--- config.mk ---
export PLATFORM = sky130hd
export DESIGN_NAME = chip_run_scheduler
export DESIGN_NICKNAME = d
export VERILOG_FILES = /design/src/rtl/chip_run_pkg.sv /design/src/rtl/chip_done_collector.sv /design/src/rtl/chip_run_scheduler.sv
export SDC_FILE = /design/constraint.sdc
export NUM_CORES = 1
export LEC_CHECK = 0
export BUFFER_PORTS_ARGS = -buffer_cell sky130_fd_sc_hd__buf_4
export CAP_MARGIN = 0
export CORE_UTILIZATION = 35
export DETAILED_ROUTE_END_ITERATION = 7
export PLACE_DENSITY = 0.56
export SYNTH_ARGS = -nofsm -noshare
export SYNTH_HDL_FRONTEND = slang
export SYNTH_HIERARCHICAL = 1
export SYNTH_SLANG_ARGS = --single-unit
--- constraint.sdc ---
create_clock -name chip_clk -period 4.3 [get_ports chip_clk]
set_input_delay 0.43 -clock chip_clk [delete_from_list [all_inputs] [get_ports chip_clk]]
set_output_delay 0.43 -clock chip_clk [all_outputs]
set_load 0.05 [all_outputs]
--- src/rtl/chip_run_pkg.sv ---
// Shared types for the chip run scheduler.
// State encoding and error codes.
package chip_run_pkg;

  typedef enum logic [2:0] {
    S_IDLE      = 3'd0,
    S_RUN       = 3'd1,
    S_GAP       = 3'd2,
    S_WAIT_ITER = 3'd3,
    S_DONE      = 3'd4,
    S_ERROR     = 3'd5
  } state_t;

  localparam logic [1:0] ERR_NONE    = 2'd0;
  localparam logic [1:0] ERR_CFG     = 2'd1;
  localparam logic [1:0] ERR_TIMEOUT = 2'd2;

endpackage

--- src/rtl/chip_done_collector.sv ---
// Layer completion detector across channels.
// Completion = every enabled channel done now or earlier.
module chip_done_collector #(
  parameter int NUM_CH = 4
) (
  input  logic [NUM_CH-1:0] i_flags,
  input  logic              i_clear,
  input  logic [NUM_CH-1:0] i_mask,
  input  logic [NUM_CH-1:0] i_done,
  output logic              o_all_done
);

  logic [NUM_CH-1:0] w_seen;

  // done seen in the start-pulse cycle does not count
  assign w_seen     = (i_flags | i_done) & i_mask;
  assign o_all_done = !i_clear && (w_seen == i_mask);

endmodule

--- src/rtl/chip_run_scheduler.sv ---
// Multi-channel layer/iteration run controller.
// Pulses layers, collects done, gaps, watchdog, abort.
module chip_run_scheduler
  import chip_run_pkg::*;
#(
  parameter int NUM_CH     = 4,
  parameter int LAYER_W    = 6,
  parameter int ITER_W     = 16,
  parameter int WAIT_W     = 16,
  parameter int CNT_W      = 31,
  parameter int DONE_CNT_W = 32,
  parameter int GAP_CYCLES = 1
) (
  input  logic                  chip_clk,
  input  logic                  rstn,
  input  logic                  start_network,
  input  logic                  abort,
  input  logic [LAYER_W-1:0]    n_layers,
  input  logic [ITER_W-1:0]     n_iter,
  input  logic [WAIT_W-1:0]     wait_cycles,
  input  logic [CNT_W-1:0]      timeout_cycles,
  input  logic [NUM_CH-1:0]     ch_mask,
  output logic [NUM_CH-1:0]     start_layer,
  input  logic [NUM_CH-1:0]     done_layer,
  output logic                  busy,
  output logic                  done_network,
  output logic                  error,
  output logic [1:0]            err_code,
  output logic [LAYER_W-1:0]    layer_idx,
  output logic [DONE_CNT_W-1:0] done_network_cnt,
  output logic [CNT_W-1:0]      clk_cnt,
  output logic [CNT_W-1:0]      last_layer_cycles
);

  localparam int GAP_W = (GAP_CYCLES > 1) ? $clog2(GAP_CYCLES) : 1;

  state_t                r_state;
  logic [LAYER_W-1:0]    r_n_layers;
  logic [ITER_W-1:0]     r_n_iter;
  logic [WAIT_W-1:0]     r_wait;
  logic [CNT_W-1:0]      r_timeout;
  logic [NUM_CH-1:0]     r_mask;
  logic [NUM_CH-1:0]     r_start_layer;
  logic                  r_pulse;
  logic [NUM_CH-1:0]     r_flags;
  logic [CNT_W-1:0]      r_layer_cnt;
  logic [GAP_W-1:0]      r_gap_cnt;
  logic [WAIT_W-1:0]     r_wait_cnt;
  logic [ITER_W-1:0]     r_iter_cnt;
  logic [LAYER_W-1:0]    r_layer_idx;
  logic [DONE_CNT_W-1:0] r_done_cnt;
  logic [CNT_W-1:0]      r_clk_cnt;
  logic [CNT_W-1:0]      r_last;
  logic                  r_error;
  logic [1:0]            r_err_code;

  logic                  w_all_done;
  logic                  w_last_layer;
  logic                  w_run_done;
  logic                  w_timeout;
  logic [ITER_W-1:0]     w_iter_next;
  logic [CNT_W-1:0]      w_clk_inc;
  logic [CNT_W-1:0]      w_layer_inc;

  chip_done_collector #(
    .NUM_CH(NUM_CH)
  ) u_collect (
    .i_flags   (r_flags),
    .i_clear   (r_pulse),
    .i_mask    (r_mask),
    .i_done    (done_layer),
    .o_all_done(w_all_done)
  );

  assign w_last_layer = (r_layer_idx == r_n_layers - LAYER_W'(1));
  assign w_iter_next  = r_iter_cnt + ITER_W'(1);
  assign w_run_done   = (r_n_iter != '0) && (w_iter_next == r_n_iter);
  assign w_timeout    = (r_timeout != '0) && (r_layer_cnt == r_timeout);
  assign w_clk_inc    = (&r_clk_cnt) ? r_clk_cnt
                                     : r_clk_cnt + CNT_W'(1);
  assign w_layer_inc  = (&r_layer_cnt) ? r_layer_cnt
                                       : r_layer_cnt + CNT_W'(1);

  // Run sequencer: state, start pulses, counters, status
  always_ff @(posedge chip_clk or negedge rstn) begin
    if (!rstn) begin
      r_state       <= S_IDLE;
      r_n_layers    <= '0;
      r_n_iter      <= '0;
      r_wait        <= '0;
      r_timeout     <= '0;
      r_mask        <= '0;
      r_start_layer <= '0;
      r_pulse       <= 1'b0;
      r_flags       <= '0;
      r_layer_cnt   <= '0;
      r_gap_cnt     <= '0;
      r_wait_cnt    <= '0;
      r_iter_cnt    <= '0;
      r_layer_idx   <= '0;
      r_done_cnt    <= '0;
      r_clk_cnt     <= '0;
      r_last        <= '0;
      r_error       <= 1'b0;
      r_err_code    <= ERR_NONE;
    end else begin
      r_start_layer <= '0;
      r_pulse       <= 1'b0;
      if (abort) begin
        r_state <= S_IDLE;
      end else begin
        unique case (r_state)
          S_IDLE: begin
            if (start_network) begin
              r_n_layers  <= n_layers;
              r_n_iter    <= n_iter;
              r_wait      <= wait_cycles;
              r_timeout   <= timeout_cycles;
              r_mask      <= ch_mask;
              r_flags     <= '0;
              r_layer_cnt <= '0;
              r_gap_cnt   <= '0;
              r_wait_cnt  <= '0;
              r_iter_cnt  <= '0;
              r_layer_idx <= '0;
              r_done_cnt  <= '0;
              r_clk_cnt   <= '0;
              r_last      <= '0;
              if (ch_mask == '0 || n_layers == '0) begin
                r_state    <= S_ERROR;
                r_error    <= 1'b1;
                r_err_code <= ERR_CFG;
              end else begin
                r_state       <= S_RUN;
                r_error       <= 1'b0;
                r_err_code    <= ERR_NONE;
                r_start_layer <= ch_mask;
                r_pulse       <= 1'b1;
              end
            end
          end
          S_RUN: begin
            r_clk_cnt   <= w_clk_inc;
            r_layer_cnt <= w_layer_inc;
            if (!r_pulse) begin
              r_flags <= r_flags | (done_layer & r_mask);
            end
            if (w_all_done) begin
              r_last <= w_layer_inc;
              if (!w_last_layer) begin
                r_state   <= S_GAP;
                r_gap_cnt <= '0;
              end else begin
                r_done_cnt <= r_done_cnt + DONE_CNT_W'(1);
                r_iter_cnt <= w_iter_next;
                if (w_run_done) begin
                  r_state <= S_DONE;
                end else if (r_wait == '0) begin
                  r_layer_idx   <= '0;
                  r_start_layer <= r_mask;
                  r_pulse       <= 1'b1;
                  r_flags       <= '0;
                  r_layer_cnt   <= '0;
                end else begin
                  r_state    <= S_WAIT_ITER;
                  r_wait_cnt <= '0;
                end
              end
            end else if (w_timeout) begin
              r_state    <= S_ERROR;
              r_error    <= 1'b1;
              r_err_code <= ERR_TIMEOUT;
            end
          end
          S_GAP: begin
            r_clk_cnt <= w_clk_inc;
            if (r_gap_cnt == GAP_W'(GAP_CYCLES - 1)) begin
              r_state       <= S_RUN;
              r_layer_idx   <= r_layer_idx + LAYER_W'(1);
              r_start_layer <= r_mask;
              r_pulse       <= 1'b1;
              r_flags       <= '0;
              r_layer_cnt   <= '0;
            end else begin
              r_gap_cnt <= r_gap_cnt + GAP_W'(1);
            end
          end
          S_WAIT_ITER: begin
            r_clk_cnt <= w_clk_inc;
            if (r_wait_cnt == r_wait - WAIT_W'(1)) begin
              r_state       <= S_RUN;
              r_layer_idx   <= '0;
              r_start_layer <= r_mask;
              r_pulse       <= 1'b1;
              r_flags       <= '0;
              r_layer_cnt   <= '0;
            end else begin
              r_wait_cnt <= r_wait_cnt + WAIT_W'(1);
            end
          end
          S_DONE: begin
            if (!start_network) r_state <= S_IDLE;
          end
          S_ERROR: begin
            if (!start_network) r_state <= S_IDLE;
          end
          default: r_state <= S_IDLE;
        endcase
      end
    end
  end

  assign start_layer       = r_start_layer;
  assign busy              = (r_state == S_RUN) ||
                             (r_state == S_GAP) ||
                             (r_state == S_WAIT_ITER);
  assign done_network      = (r_state == S_DONE);
  assign error             = r_error;
  assign err_code          = r_err_code;
  assign layer_idx         = r_layer_idx;
  assign done_network_cnt  = r_done_cnt;
  assign clk_cnt           = r_clk_cnt;
  assign last_layer_cycles = r_last;

endmodule
==> out/metrics.cfg, run 1 <==
[critical_path]
cp_slowest_cell=o41a_1
cp_data_required_time_ns=4.75
max_stage_delay_ns=0.62
crit_arrival_ns=4.32
cp_cell_sequence=inv_1 > ha_1 > or3b_1 > a2111oi_0 > o22ai_1 > a2111oi_4 > nand4_4 > o41a_1 > a211o_1 > o32ai_2
cp-end-kind=flop
worstSetupPathType=flop to flop
worst-path-max-fanout=13
start_kind=flop

[sta]
rsz0062_at_grt=false
fin_crit_sh_pct=90.05
fin_tns_setup_ns=0
relSlewSlack_pct=32.90
period_needed_ns=3.872
max_freq_mhz=258.3
drv_slew=0
finalClockSkew_ns=0.02285
final_hold_viol_count=0
tightest_slew_ns=1.007
setup_viol=0

[grt]
antenna_found_initial=0
grt_pass1_vias=11785
grt_pass1_wl_mm=67.51
grtUsageTotal_pct=20.61
grt_max_degree=86
grt_overflow=0

[cts]
clockRootBuffer=clkbuf_16
cts_tree=yes
cts_buffer_depth=3
path_clk_slew_ns=0.06
cts_setup_buffers=0
worst_skew_pair.late_latency_ns=0.57
cts_htree_levels=1
clkSinkCount=251
cts_buffers=29

[power]
p_per_area_nw_per_um2=515.2
power_leakage_nw=7.060
ir_drop_mv=0.2676

[detailed_routing]
postRouteAntennaNets=0
num_vias=11904
via_per_inst=5.491
finalWirelength_mm=41.56
drc=0
drt-initial-drc-count=933
wl_per_cell_um=19.17
firstDrtPassIters=5

[finish]
syn_to_final_growth_pct=21.42
utilization_pct=43.45
n_fill_cell=3845
final_nets=1718
drive_gt1_share_pct=21.88
diodes=0
mostFrequentLayoutCells=251 x dfrtp_1, 216 x buf_4, 115 x nand2_1
mostFrequentLayoutCell=dfrtp_1

[yosys]
netlist_instances=1459
ys_seq_elements=251
netlist_area_um2=13960
yosysWarningCount=6
syn-num-nets=1549
postSynthAreaPerCell_um2=9.567
yosysSeqAreaShare_pct=45.00
synth_edf_count=0
synthArstFlopShare_pct=100.0
synth-main-ff-cell=dfrtp_1
yosysUniqueCellTypes=76

[placed_design]
gp_congestion=0.8972
io_buffer_count=189
dpl.hpwl_mm=29.78

[run_status]
status=finished clean

[floorplan]
io_pins=190
placementRows=72
start_util_pct=35.78
dieArea_um2=40680
dieHeight_um=201.7
core_um2=39010
die_width_um=201.7

[hold_path]
hold_class=primary input to flop

[run]
maxCapViolCount=0

[synthesized netlist by cell type, types with 10 or more instances]
master    instances  share of area [%]
nor4_1           55                2.5
and2_1           13               0.58
or4_1            13               0.70
or3_1            25                1.1
o211ai_1         16               0.86
o31ai_1          21                1.1
buf_2            10               0.36
nand3_1          66                2.4
a21oi_1          40                1.4
nor2_1          107                2.9
dfrtp_1         251                 45
and3_1           24                1.1
o21ai_0          96                3.4
inv_1            43                1.2
nand2b_1         10               0.45
xnor2_1          86                5.4
nand4_1          34                1.5
and4_1           11               0.69
xor2_1           57                3.6
nand2_1         115                3.1
a22o_1           14               0.88
mux2i_1          16                1.1
mux2_2           69                5.6
nor3_1           50                1.8
clkbuf_1         68                1.8
a211oi_1         12               0.65
[registers in the layout, summed over array words and instances, names as in the netlist]
name and cells:
error 1, r_state 3, r_layer_cnt 31, layer_idx 6, last_layer_cycles 31, r_wait_cnt 16, r_pulse 1, err_code 2
r_mask 4, r_flags 4, r_n_iter 16, r_iter_cnt 16, r_wait 16, r_timeout 31, start_layer 4, done_network_cnt 32
r_n_layers 6, clk_cnt 31
[kinds of logic (layout without fill, tap and decap cells)]
kind of cell / count (synthesis) / in the layout / synth area share (%)
fa+ha+maj: 9 / 9 / 0.8068
compound gates: 286 / 286 / 13.94
xor+xnor: 143 / 143 / 8.973
flops: 251 / 251 / 45.00
buf+inv: 125 / 316 / 3.505
mux: 85 / 85 / 6.714
simple gates: 560 / 560 / 21.06
[worst max-delay path: cells and delay by family, from the launching register on]
family / cells / cell delay [ns]
AO/OA/AOI/OAI: 6 / 2.24
adder cells (fa/ha/maj): 1 / 0.26
buffers and inverters: 1 / 0.12
flip-flops: 1 / 0.42
AND/OR/NAND/NOR: 2 / 0.72
[through the flow]
| step | total power [W] | hold WS [ns] | instances | worst slack, ns | area, um^2 |
|---|---|---|---|---|---|
| final | 0.008733 | 0.08492 | 2168 | 0.4280 | 16950 |
| after global routing | 0.009237 | 0.06993 | 2168 | 0.1517 | 16950 |
| after CTS | 0.008809 | 0.05498 | 2168 | 0.4104 | 16950 |
| after detailed placement | 0.006230 | 0.4732 | 2114 | 0.4359 | 15970 |
| after global placement | 0.006172 | 0.4661 | 2114 | 0.5473 | 15970 |
| after floorplan | 0.005270 | 0.1344 | 1459 | 0.9318 | 13960 |
[power by group]
part	internal [W]	leakage (nW)	switching, W
sequential	0.00281	3.33	0.000623
clock	0.00150	0.475	0.00103
combinational	0.00114	3.25	0.00162
[cell type report]
cell class	count	area, um^2	area share, %
flip-flops and latches	251	6281	37.06
well taps	518	648.1	3.824
clock buffers	40	817.0	4.821
repair buffers	220	1687	9.951
multi-input cells	1083	7206	42.51
inverters	43	161.4	0.9523
clock inverters	13	148.9	0.8785
[path summary, 6_finish.rpt]
check | from | endpoint | slack (ns) | cells past startpoint
hold / removal | wait_cycles[4] | r_wait[4] | 0.08 | 3
setup reg to reg | r_wait[0] | r_state[1] | 0.43 | 10
min in group asynchronous | rstn | start_layer[0] | 0.46 | 2
max in group asynchronous | rstn | done_network_cnt[10] | 2.69 | 3
setup / recovery | r_wait[0] | r_state[1] | 0.43 | 10
hold reg to reg | last_layer_cycles[2] | last_layer_cycles[2] | 0.48 | 1
[per-layer routing]
metal	up-vias	global-route usage, %	part of all wire (%)
li1	5635	-	-
met1	5887	29.15	46
met2	329	32.57	46
met3	53	3.450	6.0
met4	0	5.330	2.2
met5	-	0	0
[repair_timing]
| item | 4_1_cts | 5_1_grt |
|---|---|---|
| hold endpoints to repair | 82 | 0 |
| resized for setup | 0 | 0 |
| hold buffers | 1 | 0 |
Power figures use the tool's default switching activity.
==> run 2: changes to the inputs <==
--- a/config.mk
+++ b/config.mk
@@ -11,2 +11,3 @@
 export DETAILED_ROUTE_END_ITERATION = 7
+export MAX_ROUTING_LAYER = met4
 export PLACE_DENSITY = 0.56
--- a/constraint.sdc
+++ b/constraint.sdc
@@ -3,2 +3,2 @@
 set_output_delay 0.43 -clock chip_clk [all_outputs]
-set_load 0.05 [all_outputs]
+set_load 0.005 [all_outputs]
==> run 2 against run 1 <==
- sequential share of layout area shrank 0.17 points
- clock skew shrank 0.0075 ns
- routed wire length shrank 0.13%
- largest power group unchanged
- hold slack gained 0.0029 ns
- cell count is essentially flat
- non-clock buffer count is the same
- combinational power shrank 7%
- sequential power is essentially flat
- critical endpoint unchanged
- first-iteration DRC count shrank 20%
- setup slack lost 0.0041 ns
- clock-buffer cell count shrank 1
- design area grew 0.45%
==> out/metrics.cfg, run 2 (synthesis results as in run 1) <==
[critical_path]
start_kind=flop
cp-endpoint=r_state[1]
cp_data_required_time_ns=4.76  ; about the same
rr_worst_depth=10  ; unchanged
r2r_setup_slack_ns=0.42  ; about the same
r2r-end=r_state[1]
timing.rr.start=r_wait[0]
crit_arrival_ns=4.33  ; about the same
cp-end-kind=flop
worstSetupPathType=flop to flop
worst-path-max-fanout=13  ; unchanged
critPathLaunch=r_wait[0]

[finish]
drive_gt1_share_pct=21.89  ; about the same
final_nets=1719  ; +0.058%
utilization_pct=43.65  ; +0.20 points
n_fill_cell=3740  ; -2.7%
mostFrequentLayoutCells=251 x dfrtp_1, 217 x buf_4, 115 x nand2_1
mostFrequentLayoutCell=dfrtp_1
largest_register_ffs=32  ; unchanged
syn_to_final_growth_pct=21.97
diodes=0  ; unchanged

[power]
p_per_area_nw_per_um2=513.9  ; -0.26%
ir_drop_mv=0.3023  ; +13%
power_leakage_nw=7.102  ; +0.60%

[sta]
rsz0062_at_grt=false
period_needed_ns=3.876  ; +0.004057 ns
final_hold_viol_count=0  ; unchanged
tightest_slew_ns=1.008  ; +0.001314 ns
max_freq_mhz=258.0  ; -0.10%
relSlewSlack_pct=32.62  ; -0.28 points
finalClockSkew_ns=0.01532  ; -0.007529 ns
fin_tns_setup_ns=0  ; unchanged
drv_slew=0  ; unchanged
fin_crit_sh_pct=90.14  ; +0.094 points
setup_viol=0  ; unchanged

[floorplan]
start_util_pct=35.78  ; unchanged
die_width_um=201.7  ; unchanged
dieHeight_um=201.7  ; unchanged
core_um2=39010  ; unchanged
placementRows=72  ; unchanged
dieArea_um2=40680  ; unchanged
io_pins=190  ; unchanged

[detailed_routing]
drc=0  ; unchanged
drt-initial-drc-count=750  ; -20%
wl_per_cell_um=19.15  ; about the same
firstDrtPassIters=5  ; unchanged
num_vias=11919  ; +0.13%
postRouteAntennaNets=0  ; unchanged
finalWirelength_mm=41.50  ; -0.13%
via_per_inst=5.500  ; +0.17%

[cts]
cts_setup_buffers=0  ; unchanged
cts_buffers=30  ; +3.4%
path_clk_slew_ns=0.06  ; about the same
clockRootBuffer=clkbuf_16
worst_skew_pair.late_latency_ns=0.56  ; about the same
cts_buffer_depth=3  ; unchanged
cts_htree_levels=1  ; unchanged
post_cts_resized=0  ; unchanged
clkSinkCount=251  ; unchanged
cts_tree=yes

[placed_design]
gp_congestion=0.9103  ; +1.5%
dpl.hpwl_mm=29.82  ; +0.14%
io_buffer_count=189  ; unchanged

[grt]
grt_overflow=0  ; unchanged
grt_pass1_wl_mm=67.30  ; -0.31%
grt_max_degree=102  ; +19%
grt_pass1_vias=11881  ; +0.81%
grtUsageTotal_pct=21.19  ; +0.58 points
antenna_found_initial=0  ; unchanged

[run]
maxCapViolCount=0  ; unchanged

[hold_path]
hold_class=primary input to flop

[run_status]
status=finished clean

==> run 2: cell types whose count changed in the layout (fill, tap and decap cells not counted) <==
cell	delta
clkbuf_16	+2
bufinv_16	+3
clkbuf_1	-1
buf_12	-1
clkbuf_8	-2
clkinv_2	-1
buf_4	+1
clkinvlp_4	-2
==> run 2: layout make-up <==
class,count,area [um^2],area share [%]
Sequential cell,251,6281,36.89
Multi-Input combinational cell,1083,7206,42.32
Tap cell,518,648.1,3.807
Clock buffer,39,835.8,4.909
Timing Repair Buffer,220,1674,9.833
Clock inverter,13,219.0,1.286
Inverter,43,161.4,0.9480
==> run 2: per-layer routing <==
| layer | global-route usage (%) | wire length, um |
|---|---|---|
| met5 | - | 0 |
| met4 | 5.032 | 706 |
| met3 | 3.693 | 2280 |
| met2 | 32.76 | 19260 |
| met1 | 28.81 | 19250 |
==> run 2: worst min-delay path by stage <==
stage                                     from              endpoint  slack, ns  cells past startpoint
final                           wait_cycles[4]             r_wait[4]       0.09                      3
after global routing            wait_cycles[7]             r_wait[7]       0.08                      2
after CTS                       wait_cycles[4]             r_wait[4]       0.05                      3
after detailed placement  last_layer_cycles[2]  last_layer_cycles[2]       0.47                      1
after global placement    last_layer_cycles[2]  last_layer_cycles[2]       0.47                      1
after floorplan                           rstn            clk_cnt[0]       0.13                      0
==> run 2: worst max-delay path: stages, from the launching register on <==
cell       delay [ns]
dfrtp_1          0.42
inv_1            0.11
ha_1             0.25
or3b_1           0.49
a2111oi_0        0.35
o22ai_1          0.20
a2111oi_4        0.42
nand4_4          0.23
o41a_1           0.64
a211o_1          0.42
o32ai_2          0.25
==> run 2: repair_timing <==
action | CTS | global route
endpoints found under the setup margin | 0 | 0
hold buffers | 1 | 0
endpoints found under the hold margin | 58 | 0
==> run 2: report_power, final <==
group,switching (W),internal [W]
Combinational,0.00144,0.00113
Clock,0.00103,0.00172
Sequential,0.000620,0.00281
==> run 2: per-stage QoR <==
stage               hold slack (ns)  cell area [um^2]  power (W)  worst slack, ns  std cells
floorplan                    0.1344             13960   0.005094           0.9318       1459
detailed placement           0.4720             15960   0.006035           0.4581       2114
global placement             0.4665             15960   0.005982           0.5447       2114
global route                0.07832             17030   0.009264           0.1345       2167
CTS                         0.04845             17030   0.008838           0.4279       2167
finish                      0.08784             17030   0.008749           0.4240       2167
==> run 3: changes to the inputs <==
- clock period: 4.3 -> 3.6 ns (I/O delays scaled with it)
==> run 3 against run 2 <==
- total power is 25% higher
- clock power up 32%
- first-iteration DRC count grew 14%
- non-clock buffer count up 61
- combinational power up 27%
- routed wire length grew 1.2%
- core utilization rose by 2.0 points
- setup slack worse by 0.19 ns
==> out/metrics.cfg, run 3 (synthesis results as in run 1) <==
[run_status]
status=finished clean

[detailed_routing]
wl_per_cell_um=18.80  ; -1.8%
num_vias=12192  ; +2.3%
finalWirelength_mm=42.01  ; +1.2%
drt-initial-drc-count=852  ; +14%
postRouteAntennaNets=0  ; unchanged
via_per_inst=5.457  ; -0.78%
drc=0  ; unchanged
firstDrtPassIters=5  ; unchanged

[finish]
largest_register_ffs=32  ; unchanged
n_fill_cell=3731  ; -0.24%
post-route-cell-area_um2=17810  ; +4.6%
mostFrequentLayoutCell=dfrtp_1
mostFrequentLayoutCells=251 x dfrtp_1, 226 x buf_4, 115 x nand2_1
final_nets=1781  ; +3.6%
drive_gt1_share_pct=22.39  ; +0.50 points
syn_to_final_growth_pct=27.59

[grt]
grt_overflow=0  ; unchanged
grt_pass1_wl_mm=67.18  ; -0.18%
grt_pass1_vias=11952  ; +0.60%
grtUsageTotal_pct=21.20  ; about the same
grt_max_degree=93  ; -8.8%
antenna_found_initial=1  ; +1

[critical_path]
crit_cells=12  ; +2
start_kind=flop
r2r_setup_slack_ns=0.24  ; -0.19 ns
max_stage_delay_ns=0.43  ; -0.21 ns
r2r-end=start_layer[1]
rr_worst_depth=12  ; +2
crit_arrival_ns=3.81  ; -0.52 ns
crit_top_cell=buf_4
cp_data_required_time_ns=4.05  ; -0.71 ns
cp-end-kind=flop
cp-endpoint=start_layer[1]
timing.rr.start=r_wait[0]
worstSetupPathType=flop to flop
worst-path-buf-inv=3  ; +2
critPathLaunch=r_wait[0]
worst-path-max-fanout=5  ; -8
critPathTopFamily=compound AO/OA/AOI/OAI gates
cp_cell_sequence=inv_1 > ha_1 > or3b_1 > a2111oi_0 > o22ai_1 > a2111oi_4 > nand4_4 > buf_4 > o41ai_1 > buf_4 > nand3_1 > a31oi_1
cp_slowest_cell=dfrtp_1

[floorplan]
io_pins=190  ; unchanged
placementRows=72  ; unchanged
dieArea_um2=40680  ; unchanged
core_um2=39010  ; unchanged
start_util_pct=35.78  ; unchanged
dieHeight_um=201.7  ; unchanged
die_width_um=201.7  ; unchanged

[cts]
cts_tree=yes
worst_skew_pair.late_latency_ns=0.60  ; +0.04 ns
cts_buffers=31  ; +3.3%
cts_buffer_depth=3  ; unchanged
cts_htree_levels=1  ; unchanged
clockRootBuffer=clkbuf_16
clkSinkCount=251  ; unchanged
post_cts_resized=0  ; unchanged
path_clk_slew_ns=0.06  ; about the same

[run]
maxCapViolCount=0  ; unchanged

[placed_design]
dpl.hpwl_mm=29.70  ; -0.40%
placed_area_um2=16140  ; +1.1%
gp_congestion=0.9146  ; +0.47%
io_buffer_count=189  ; unchanged

[sta]
max_freq_mhz=297.3  ; +15%
period_needed_ns=3.363  ; -0.5128 ns
final_hold_viol_count=0  ; unchanged
drv_slew=0  ; unchanged
setup_viol=0  ; unchanged
finalClockSkew_ns=0.03248  ; +0.01716 ns
tightest_slew_ns=0.7613  ; -0.2466 ns
rsz0062_at_grt=false
fin_crit_sh_pct=93.42  ; +3.3 points
fin_tns_setup_ns=0  ; unchanged
relSlewSlack_pct=49.25  ; +17 points

[hold_path]
hold_class=primary input to flop

[power]
p_per_area_nw_per_um2=614.0  ; +19%
ir_drop_mv=0.4066  ; +35%
power_leakage_nw=7.461  ; +5.1%

run 3: cell types whose count changed in the layout (fill, tap and decap cells not counted), sizes merged, moves of 2 or more:
cell / delta
dlygate4sd3: +46
buf: +15
clkinv: +2
clkbuf: -2
bufinv: +3
run 3: layout make-up:
| class | instances | area, um^2 | share of cell area [%] |
|---|---|---|---|
| Antenna cell | 1 | 2.502 | 0.01405 |
| Clock buffer | 37 | 838.3 | 4.707 |
| Clock inverter | 20 | 350.3 | 1.967 |
| Inverter | 43 | 161.4 | 0.9063 |
| Multi-Input combinational cell | 1083 | 7206 | 40.46 |
| Sequential cell | 251 | 6281 | 35.27 |
| Tap cell | 518 | 648.1 | 3.639 |
| Timing Repair Buffer | 281 | 2322 | 13.04 |
run 3: worst min path at each step:
| stage | cells after the start | startpoint | slack [ns] | end |
|---|---|---|---|---|
| 6_report | 2 | n_iter[6] | 0.03 | r_n_iter[6] |
| 5_1_grt | 2 | wait_cycles[5] | 0.005 | r_wait[5] |
| 4_1_cts | 2 | wait_cycles[8] | 0.002 | r_wait[8] |
| 3_5_place_dp | 1 | rstn | 0.45 | start_layer[1] |
| 3_3_place_gp | 1 | rstn | 0.45 | start_layer[1] |
| 2_1_floorplan | 0 | rstn | 0.06 | clk_cnt[0] |
run 3: layer usage:
layer  GRT usage [%]  share of wire [%]  vias up
li1                -                  -     5801
met1           28.63                 46     5973
met2           32.09                 46      351
met3           4.179                5.9       67
met4           6.250                2.8        0
met5               -                  0        -
run 3: where the power goes:
group          leakage (nW)  internal, W  switching, W
Combinational          3.54      0.00148       0.00179
Clock                 0.586      0.00231       0.00131
Sequential             3.33      0.00336      0.000695
run 3: what timing repair did:
action	in CTS	in global routing
setup endpoints to repair	0	6
endpoints found under the hold margin	134	1
buffers inserted	0	1
hold buffers	46	1
run 3: through the flow:
stage	power (W)	hold WS, ns	instances	utilization (%)	setup WS (ns)
floorplan	0.006085	0.06441	1459	-	0.2318
global placement	0.007267	0.4519	2128	41.38	0.2188
detailed placement	0.007319	0.4503	2128	41.38	0.1229
CTS	0.01104	0.001958	2231	45.61	0.1121
global route	0.01155	0.004746	2234	45.66	0.07519
finish	0.01094	0.02708	2234	45.66	0.2367
